## config.mk

```make
export PLATFORM = sky130hd
export DESIGN_NAME = i2c_xact_sequencer
export DESIGN_NICKNAME = d
export VERILOG_FILES = /design/src/rtl/i2c_pkg.sv /design/src/rtl/i2c_cmd_timer.sv /design/src/rtl/i2c_xact_sequencer.sv
export SDC_FILE = /design/constraint.sdc
export NUM_CORES = 1
export LEC_CHECK = 0
export ABC_AREA = 1
export CORE_MARGIN = 5
export CORE_UTILIZATION = 40
export DETAILED_ROUTE_END_ITERATION = 8
export PLACE_DENSITY = 0.69
export SYNTH_ARGS = -nofsm -noshare
export SYNTH_HDL_FRONTEND = slang
export SYNTH_SLANG_ARGS = --single-unit
```

## constraint.sdc

```tcl
create_clock -name CLK -period 1.4 [get_ports CLK]
set_input_delay 0.35 -clock CLK [delete_from_list [all_inputs] [get_ports CLK]]
set_output_delay 0.35 -clock CLK [all_outputs]
set_load 0.005 [all_outputs]
```

## src/rtl/i2c_pkg.sv

```systemverilog
// Shared I2C definitions: engine command opcodes, completion error codes and
// the transaction sequencer's state encoding.
package i2c_pkg;

  localparam logic [1:0] OP_START = 2'b00;
  localparam logic [1:0] OP_WRITE = 2'b01;
  localparam logic [1:0] OP_READ  = 2'b10;
  localparam logic [1:0] OP_STOP  = 2'b11;

  localparam logic [1:0] ERR_OK        = 2'b00;
  localparam logic [1:0] ERR_ADDR_NACK = 2'b01;
  localparam logic [1:0] ERR_DATA_NACK = 2'b10;
  localparam logic [1:0] ERR_TIMEOUT   = 2'b11;

  localparam logic [3:0] ST_IDLE   = 4'd0;
  localparam logic [3:0] ST_START  = 4'd1;
  localparam logic [3:0] ST_ADDR_W = 4'd2;
  localparam logic [3:0] ST_REG    = 4'd3;
  localparam logic [3:0] ST_WDATA  = 4'd4;
  localparam logic [3:0] ST_RSTART = 4'd5;
  localparam logic [3:0] ST_ADDR_R = 4'd6;
  localparam logic [3:0] ST_RDATA  = 4'd7;
  localparam logic [3:0] ST_STOP   = 4'd8;
  localparam logic [3:0] ST_DONE   = 4'd9;

  typedef struct packed {
    logic [1:0] op;
    logic [7:0] data;
    logic       nack;
  } cmd_t;

  // Every state other than IDLE and DONE drives exactly one engine command.
  function automatic logic is_cmd_state(input logic [3:0] st);
    return (st != ST_IDLE) && (st != ST_DONE);
  endfunction

endpackage

```

## src/rtl/i2c_cmd_timer.sv

```systemverilog
// Per-command watchdog: counts enabled cycles since the last clear and flags
// expiry on the cycle the count reaches TIMEOUT_CYCLES-1.
module i2c_cmd_timer #(
  parameter int TIMEOUT_CYCLES = 65535,
  parameter int TMO_W          = 16
) (
  input  logic CLK,
  input  logic RST,
  input  logic clear,
  input  logic enable,
  output logic expire
);

  localparam logic [TMO_W-1:0] LAST = TMO_W'(TIMEOUT_CYCLES - 1);

  logic [TMO_W-1:0] count_q;

  // Saturates at LAST so a caller that ignores expire never sees a wrap.
  always_ff @(posedge CLK) begin
    if (RST || clear) begin
      count_q <= '0;
    end else if (enable && (count_q != LAST)) begin
      count_q <= count_q + TMO_W'(1);
    end
  end

  assign expire = enable && (count_q == LAST);

endmodule

```

## src/rtl/i2c_xact_sequencer.sv

```systemverilog
// Register-level I2C transaction sequencer: turns one register read/write
// request into START/WRITE/READ/STOP engine commands with ACK and timeout checks.
module i2c_xact_sequencer
  import i2c_pkg::*;
#(
  parameter int TIMEOUT_CYCLES = 65535,
  parameter int TMO_W          = 16
) (
  input  logic       CLK,
  input  logic       RST,
  input  logic       REQ_VALID,
  output logic       REQ_READY,
  input  logic       REQ_RNW,
  input  logic [6:0] REQ_DEV,
  input  logic [7:0] REQ_REG,
  input  logic [7:0] REQ_WDATA,
  output logic       DONE,
  output logic [1:0] ERR,
  output logic [7:0] RDATA,
  output logic       BUSY,
  output logic       CMD_VALID,
  input  logic       CMD_READY,
  output logic [1:0] CMD_OP,
  output logic [7:0] CMD_DATA,
  output logic       CMD_NACK,
  input  logic       RSP_VALID,
  input  logic       RSP_ACK,
  input  logic [7:0] RSP_DATA
);

  // Handshakes: a request transfers on REQ_VALID & REQ_READY; an engine
  // command transfers on CMD_VALID & CMD_READY and is then outstanding until
  // the single RSP_VALID cycle that completes it.

  logic [3:0] state_q, state_d;
  logic       wait_q, wait_d;
  logic [1:0] err_q, err_d;
  logic [7:0] rdata_q, rdata_d;
  logic       rnw_q;
  logic [6:0] dev_q;
  logic [7:0] reg_q;
  logic [7:0] wdata_q;

  logic accept;
  logic in_cmd;
  logic rsp_taken;
  logic tmr_clear;
  logic tmr_expire;
  cmd_t cmd;

  assign accept    = REQ_VALID && (state_q == ST_IDLE);
  assign in_cmd    = is_cmd_state(state_q);
  assign rsp_taken = in_cmd && wait_q && RSP_VALID;
  assign tmr_clear = accept || rsp_taken;

  i2c_cmd_timer #(
    .TIMEOUT_CYCLES (TIMEOUT_CYCLES),
    .TMO_W          (TMO_W)
  ) u_timer (
    .CLK    (CLK),
    .RST    (RST),
    .clear  (tmr_clear),
    .enable (in_cmd),
    .expire (tmr_expire)
  );

  always_comb begin
    cmd.op   = OP_START;
    cmd.data = 8'h00;
    cmd.nack = 1'b0;
    case (state_q)
      ST_ADDR_W: begin cmd.op = OP_WRITE; cmd.data = {dev_q, 1'b0}; end
      ST_REG:    begin cmd.op = OP_WRITE; cmd.data = reg_q;         end
      ST_WDATA:  begin cmd.op = OP_WRITE; cmd.data = wdata_q;       end
      ST_ADDR_R: begin cmd.op = OP_WRITE; cmd.data = {dev_q, 1'b1}; end
      ST_RDATA:  begin cmd.op = OP_READ;  cmd.nack = 1'b1;          end
      ST_STOP:   cmd.op = OP_STOP;
      default:   cmd.op = OP_START;
    endcase
  end

  always_comb begin
    state_d = state_q;
    wait_d  = wait_q;
    err_d   = err_q;
    rdata_d = rdata_q;
    case (state_q)
      ST_IDLE: begin
        if (REQ_VALID) begin
          state_d = ST_START;
          wait_d  = 1'b0;
          err_d   = ERR_OK;
        end
      end
      ST_DONE: begin
        state_d = ST_IDLE;
        wait_d  = 1'b0;
      end
      default: begin
        if (rsp_taken) begin
          // A response beats a same-cycle expiry.
          wait_d = 1'b0;
          case (state_q)
            ST_START:  state_d = ST_ADDR_W;
            ST_ADDR_W: begin
              state_d = RSP_ACK ? ST_REG : ST_STOP;
              if (!RSP_ACK && (err_q == ERR_OK)) err_d = ERR_ADDR_NACK;
            end
            ST_REG: begin
              state_d = !RSP_ACK ? ST_STOP : (rnw_q ? ST_RSTART : ST_WDATA);
              if (!RSP_ACK && (err_q == ERR_OK)) err_d = ERR_DATA_NACK;
            end
            ST_WDATA: begin
              state_d = ST_STOP;
              if (!RSP_ACK && (err_q == ERR_OK)) err_d = ERR_DATA_NACK;
            end
            ST_RSTART: state_d = ST_ADDR_R;
            ST_ADDR_R: begin
              state_d = RSP_ACK ? ST_RDATA : ST_STOP;
              if (!RSP_ACK && (err_q == ERR_OK)) err_d = ERR_ADDR_NACK;
            end
            ST_RDATA: begin
              state_d = ST_STOP;
              rdata_d = RSP_DATA;
            end
            ST_STOP:  state_d = ST_DONE;
            default:  state_d = ST_IDLE;
          endcase
        end else if (tmr_expire) begin
          // Abandon the bus without a STOP; an earlier NACK code survives.
          state_d = ST_DONE;
          wait_d  = 1'b0;
          if (err_q == ERR_OK) err_d = ERR_TIMEOUT;
        end else if (!wait_q && CMD_READY) begin
          wait_d = 1'b1;
        end
      end
    endcase
  end

  always_ff @(posedge CLK) begin
    if (RST) begin
      state_q <= ST_IDLE;
      wait_q  <= 1'b0;
      err_q   <= ERR_OK;
      rdata_q <= 8'h00;
      rnw_q   <= 1'b0;
      dev_q   <= 7'h00;
      reg_q   <= 8'h00;
      wdata_q <= 8'h00;
    end else begin
      state_q <= state_d;
      wait_q  <= wait_d;
      err_q   <= err_d;
      rdata_q <= rdata_d;
      if (accept) begin
        rnw_q   <= REQ_RNW;
        dev_q   <= REQ_DEV;
        reg_q   <= REQ_REG;
        wdata_q <= REQ_WDATA;
      end
    end
  end

  assign REQ_READY = (state_q == ST_IDLE);
  assign BUSY      = (state_q != ST_IDLE);
  assign DONE      = (state_q == ST_DONE);
  assign ERR       = err_q;
  assign RDATA     = rdata_q;
  assign CMD_VALID = in_cmd && !wait_q;
  assign CMD_OP    = cmd.op;
  assign CMD_DATA  = cmd.data;
  assign CMD_NACK  = cmd.nack;

endmodule

```

==> flow_results.org <==
** Global route
- The number of antenna violations at the first check in global routing was 0.
- The total overflow left after global routing is 0.
- First-pass GRT wire length :: 15,300 microns
- Overall fraction of global-route tracks in use :: 0.218
- Entering global routing, the biggest net connects 18 pins.
- Number of global-route vias before repair :: 3,331

** Final layout
- In the final layout, the share of cells above drive strength 1 is 0.502.
- The number of antenna diodes in the final layout is 0.
- Cell Count, Final, Fillers Out :: 616
- Area grow syn2layout :: 81.4%
- Post-layout nets :: 575
- Leaving out fill and tap cells, the most frequent cell in the layout is buf_4.
- Most frequent cells in the layout :: 61 x buf_4, 55 x nand2_1, 43 x dfxtp_1

** CTS
- Clock slew at reported path FFs :: 0.11 ns
- The clock passes through at most 2 buffers.
- TritonCTS Buffers :: 5
- Hold repair after CTS inserted 0 buffers.
- Insertion delay to the later sink of the worst-skew pair :: 0.32 ns
- Clk root buf :: clkbuf_8
- The H-tree was split into 2 levels.
- For this design, the sink count on the clock tree is 55.
- CTS tree :: done

** Logic synthesis
- Proportion of synthesized chip area in sequential cells :: 0.399
- Counting flops and latches in the post-synthesis netlist gives 55.
- The compound-cell area share of the yosys netlist is 0.200.
- Post-synthesis instance area :: 2760 sq um
- After synthesis, the share of cell area in mux cells is 0.
- Post-synthesis cell count :: 384
- The number of different library cells used by synthesis comes to 33.
- Area share of xor/xnor cells in the synthesized design :: 0.0254
- YS warnings :: 0
- Dominant combinational cell family by area after synthesis :: simple AND/OR/NAND/NOR gates
- Arithmetic-cell share of the synthesized area counting full adders, half adders and majority gates :: 0.00907
- Of the total synthesized cell area, the portion taken by AND, OR, NAND and NOR gates is 0.282.
- Number of nets in the synthesized netlist :: 424
- Averaged over all synthesized cells, the footprint is 7.19 sq um.

** Timing
- The routed design could run at a clock period as short as 1.85 ns.
- For the pin with the worst max-slew slack, the measured transition is 0.293 ns.
- Measured against its own limit, the worst slew margin works out to 0.803.
- Number of hold violations in the final report :: 0
- # setup viols final :: 70
- On the final layout, the worst hold slack is 0.481 ns.
- Based on the critical path, the design can be clocked at up to 539 MHz.
- The total count of max-transition violations in the final report is 0.
- Setup repair after global routing could not meet its margin everywhere.
- Of the available clock period, the critical path in the final layout requires 1.32.
- Worst path setup slack after routing :: -0.454 ns
- Setup clock skew after layout :: 0.00898 ns

** Die
- Core area :: 6760 sq um
- Measured along the y axis, the die boundary spans 93.1 microns.
- For this configuration, the core starts out at a cell density of 0.409.
- Overall die area :: 8660 sq um
- During I/O placement, the number of pins put on the boundary was 63.
- The initialized floorplan defines 30 standard-cell rows.
- The die is 93.1 microns wide.

** Job
- Max-cap violations in this run came to 0.

** Detailed routing
- Wirelength per Cell :: 16.9 microns
- Before antenna repair, the detailed router went through 4 iterations.
- In the routed design, unresolved DRC markers number 0.
- After detailed routing, the number of vias per cell comes to 5.24.
- Number of DRC markers in iteration 0 :: 153
- The detail route stage leaves a number of antenna-violating nets equal to 0.
- Via count :: 3,230
- Total detailed-routing wirelength :: 10,400 microns

** Placement
- Detailed placement ended at an HPWL of 5640 microns.
- At the placement stage, the worst setup path has a slack of -0.516 ns.
- Count of buffers from port buffering :: 62
- Final RePlAce weighted congestion :: 0.895
- Counting tap cells, the placed design contains a total of 577 instances.

** Critical path
- Worst Path Max Fanout :: 8
- Data required time at the worst endpoint :: 1.05 ns
- STA classifies the critical path endpoint as an output pin.
- STA classifies the critical path startpoint as a flop.
- The critical path in this run is classified as flop to output pin.
- STA puts the critical path data arrival time at 1.50 ns.
- For flop-to-flop paths, the worst setup slack is -0.41 ns.

** Min path
- The path class of the tightest hold or removal check is flop to flop.

** Power and ir drop
- Worst IR drop on VDD :: 0.629 mV
- For this design the static power due to leakage is 2.03 nW.
- In this run the power density over the cells is 920 nW/um^2.
- Internal power consumption :: 3.08 mW
- Sequential power share :: 0.383
- Of the total power, the clock network draws 0.251.
- Of the total power, the share spent switching nets is 0.332.
- Summed over all nets, the switching power comes to 1.53 mW.
- Of the total power, combinational logic draws 0.366.

** Outcome
- The checks that failed: negative setup slack.
- Status :: complete, but fails checks
==> path summary, 6_finish.rpt <==
check                                 from           to  cells past startpoint
worst max register to register  state_q[1]   wdata_q[0]                     11
worst min-delay path              dev_q[6]     dev_q[6]                      2
worst max-delay path            state_q[1]  CMD_DATA[6]                      7
worst min register to register    dev_q[6]     dev_q[6]                      2
==> cells by family (layout without fill, tap and decap cells) <==
group,count (synthesis),count (layout)
flip-flops,55,55
adder cells (fa/ha/maj),2,2
XOR/XNOR,8,8
AND/OR/NAND/NOR,174,175
AO/OA/AOI/OAI,90,91
buffers and inverters,55,205
==> worst max-delay path, stage by stage (launching register included) <==
cell and delay, ns:
dfxtp_2 0.37, inv_2 0.06, nor2_4 0.12, inv_2 0.06, nor2_4 0.11, clkinv_4 0.13, o221ai_2 0.18, buf_2 0.16
==> Yosys cell counts (all sizes together) <==
library cell,n,area (sq um)
a211oi,1,12.5
a21oi,38,224
and3,1,6.26
buf,5,43.8
clkbuf,5,18.8
dfxtp,55,1100
ha,2,25.0
inv,45,171
nand2,82,333
nand3,19,108
nand3b,2,15.0
nand4,3,18.8
nor2,65,287
nor3,1,5.00
o211ai,1,7.51
o21a,1,7.51
o21ai,40,223
o21bai,1,7.51
o221ai,8,70.1
or2,1,6.26
xnor2,4,35.0
xor2,4,35.0
==> cell type report <==
class	count	area [sq um]
Clock buffer	6	82.6
Clock inverter	2	38.8
Inverter	45	201
Multi-Input combinational cell	276	2030
Sequential cell	55	1120
Fill cell	440	1750
Timing Repair Buffer	152	1440
Tap cell	80	100
==> routing by layer <==
metal | track usage | wire length [microns] | vias up | share of wire
met5 | 0 | 0 | - | 0
met4 | 0.0842 | 293 | 0 | 0.028
met3 | 0.0603 | 570 | 30 | 0.055
met2 | 0.398 | 5360 | 113 | 0.51
met1 | 0.238 | 4190 | 1531 | 0.40
li1 | - | - | 1556 | -
==> what timing repair did <==
action,4_1_cts,5_1_grt
pin swaps,27,40
gates resized for setup,228,74
buffers inserted,16,15
setup endpoints to repair,80,70
cloned,6,0
==> power by group through the flow <==
stage	registers (mW)	clock network (mW)	logic [mW]
6_report	1.76	1.16	1.69
5_1_grt	1.77	1.24	1.78
4_1_cts	1.75	1.15	1.47
3_5_place_dp	1.77	0	0.927
3_3_place_gp	1.77	0	0.914
2_1_floorplan	1.77	0	0.508
==> sequential cells by signal, indices dropped and copies added, names as in the netlist, 2 cells and up <==
register / flops
dev_q: 7
u_timer.count_q: 16
ERR: 2
RDATA: 8
wdata_q: 8
reg_q: 8
state_q: 4
==> through the flow <==
stage          instance area, sq um  TNS [ns]  utilization  power (mW)
2_1_floorplan                  2760         0            -        2.27
3_5_place_dp                   3890    -17.14        0.576        2.70
4_1_cts                        4680    -17.78        0.693        4.37
6_report                       5010    -21.53        0.741        4.61
3_3_place_gp                   3890    -16.27        0.576        2.68
5_1_grt                        5010    -26.46        0.741        4.79
Power figures use the tool's default switching activity.
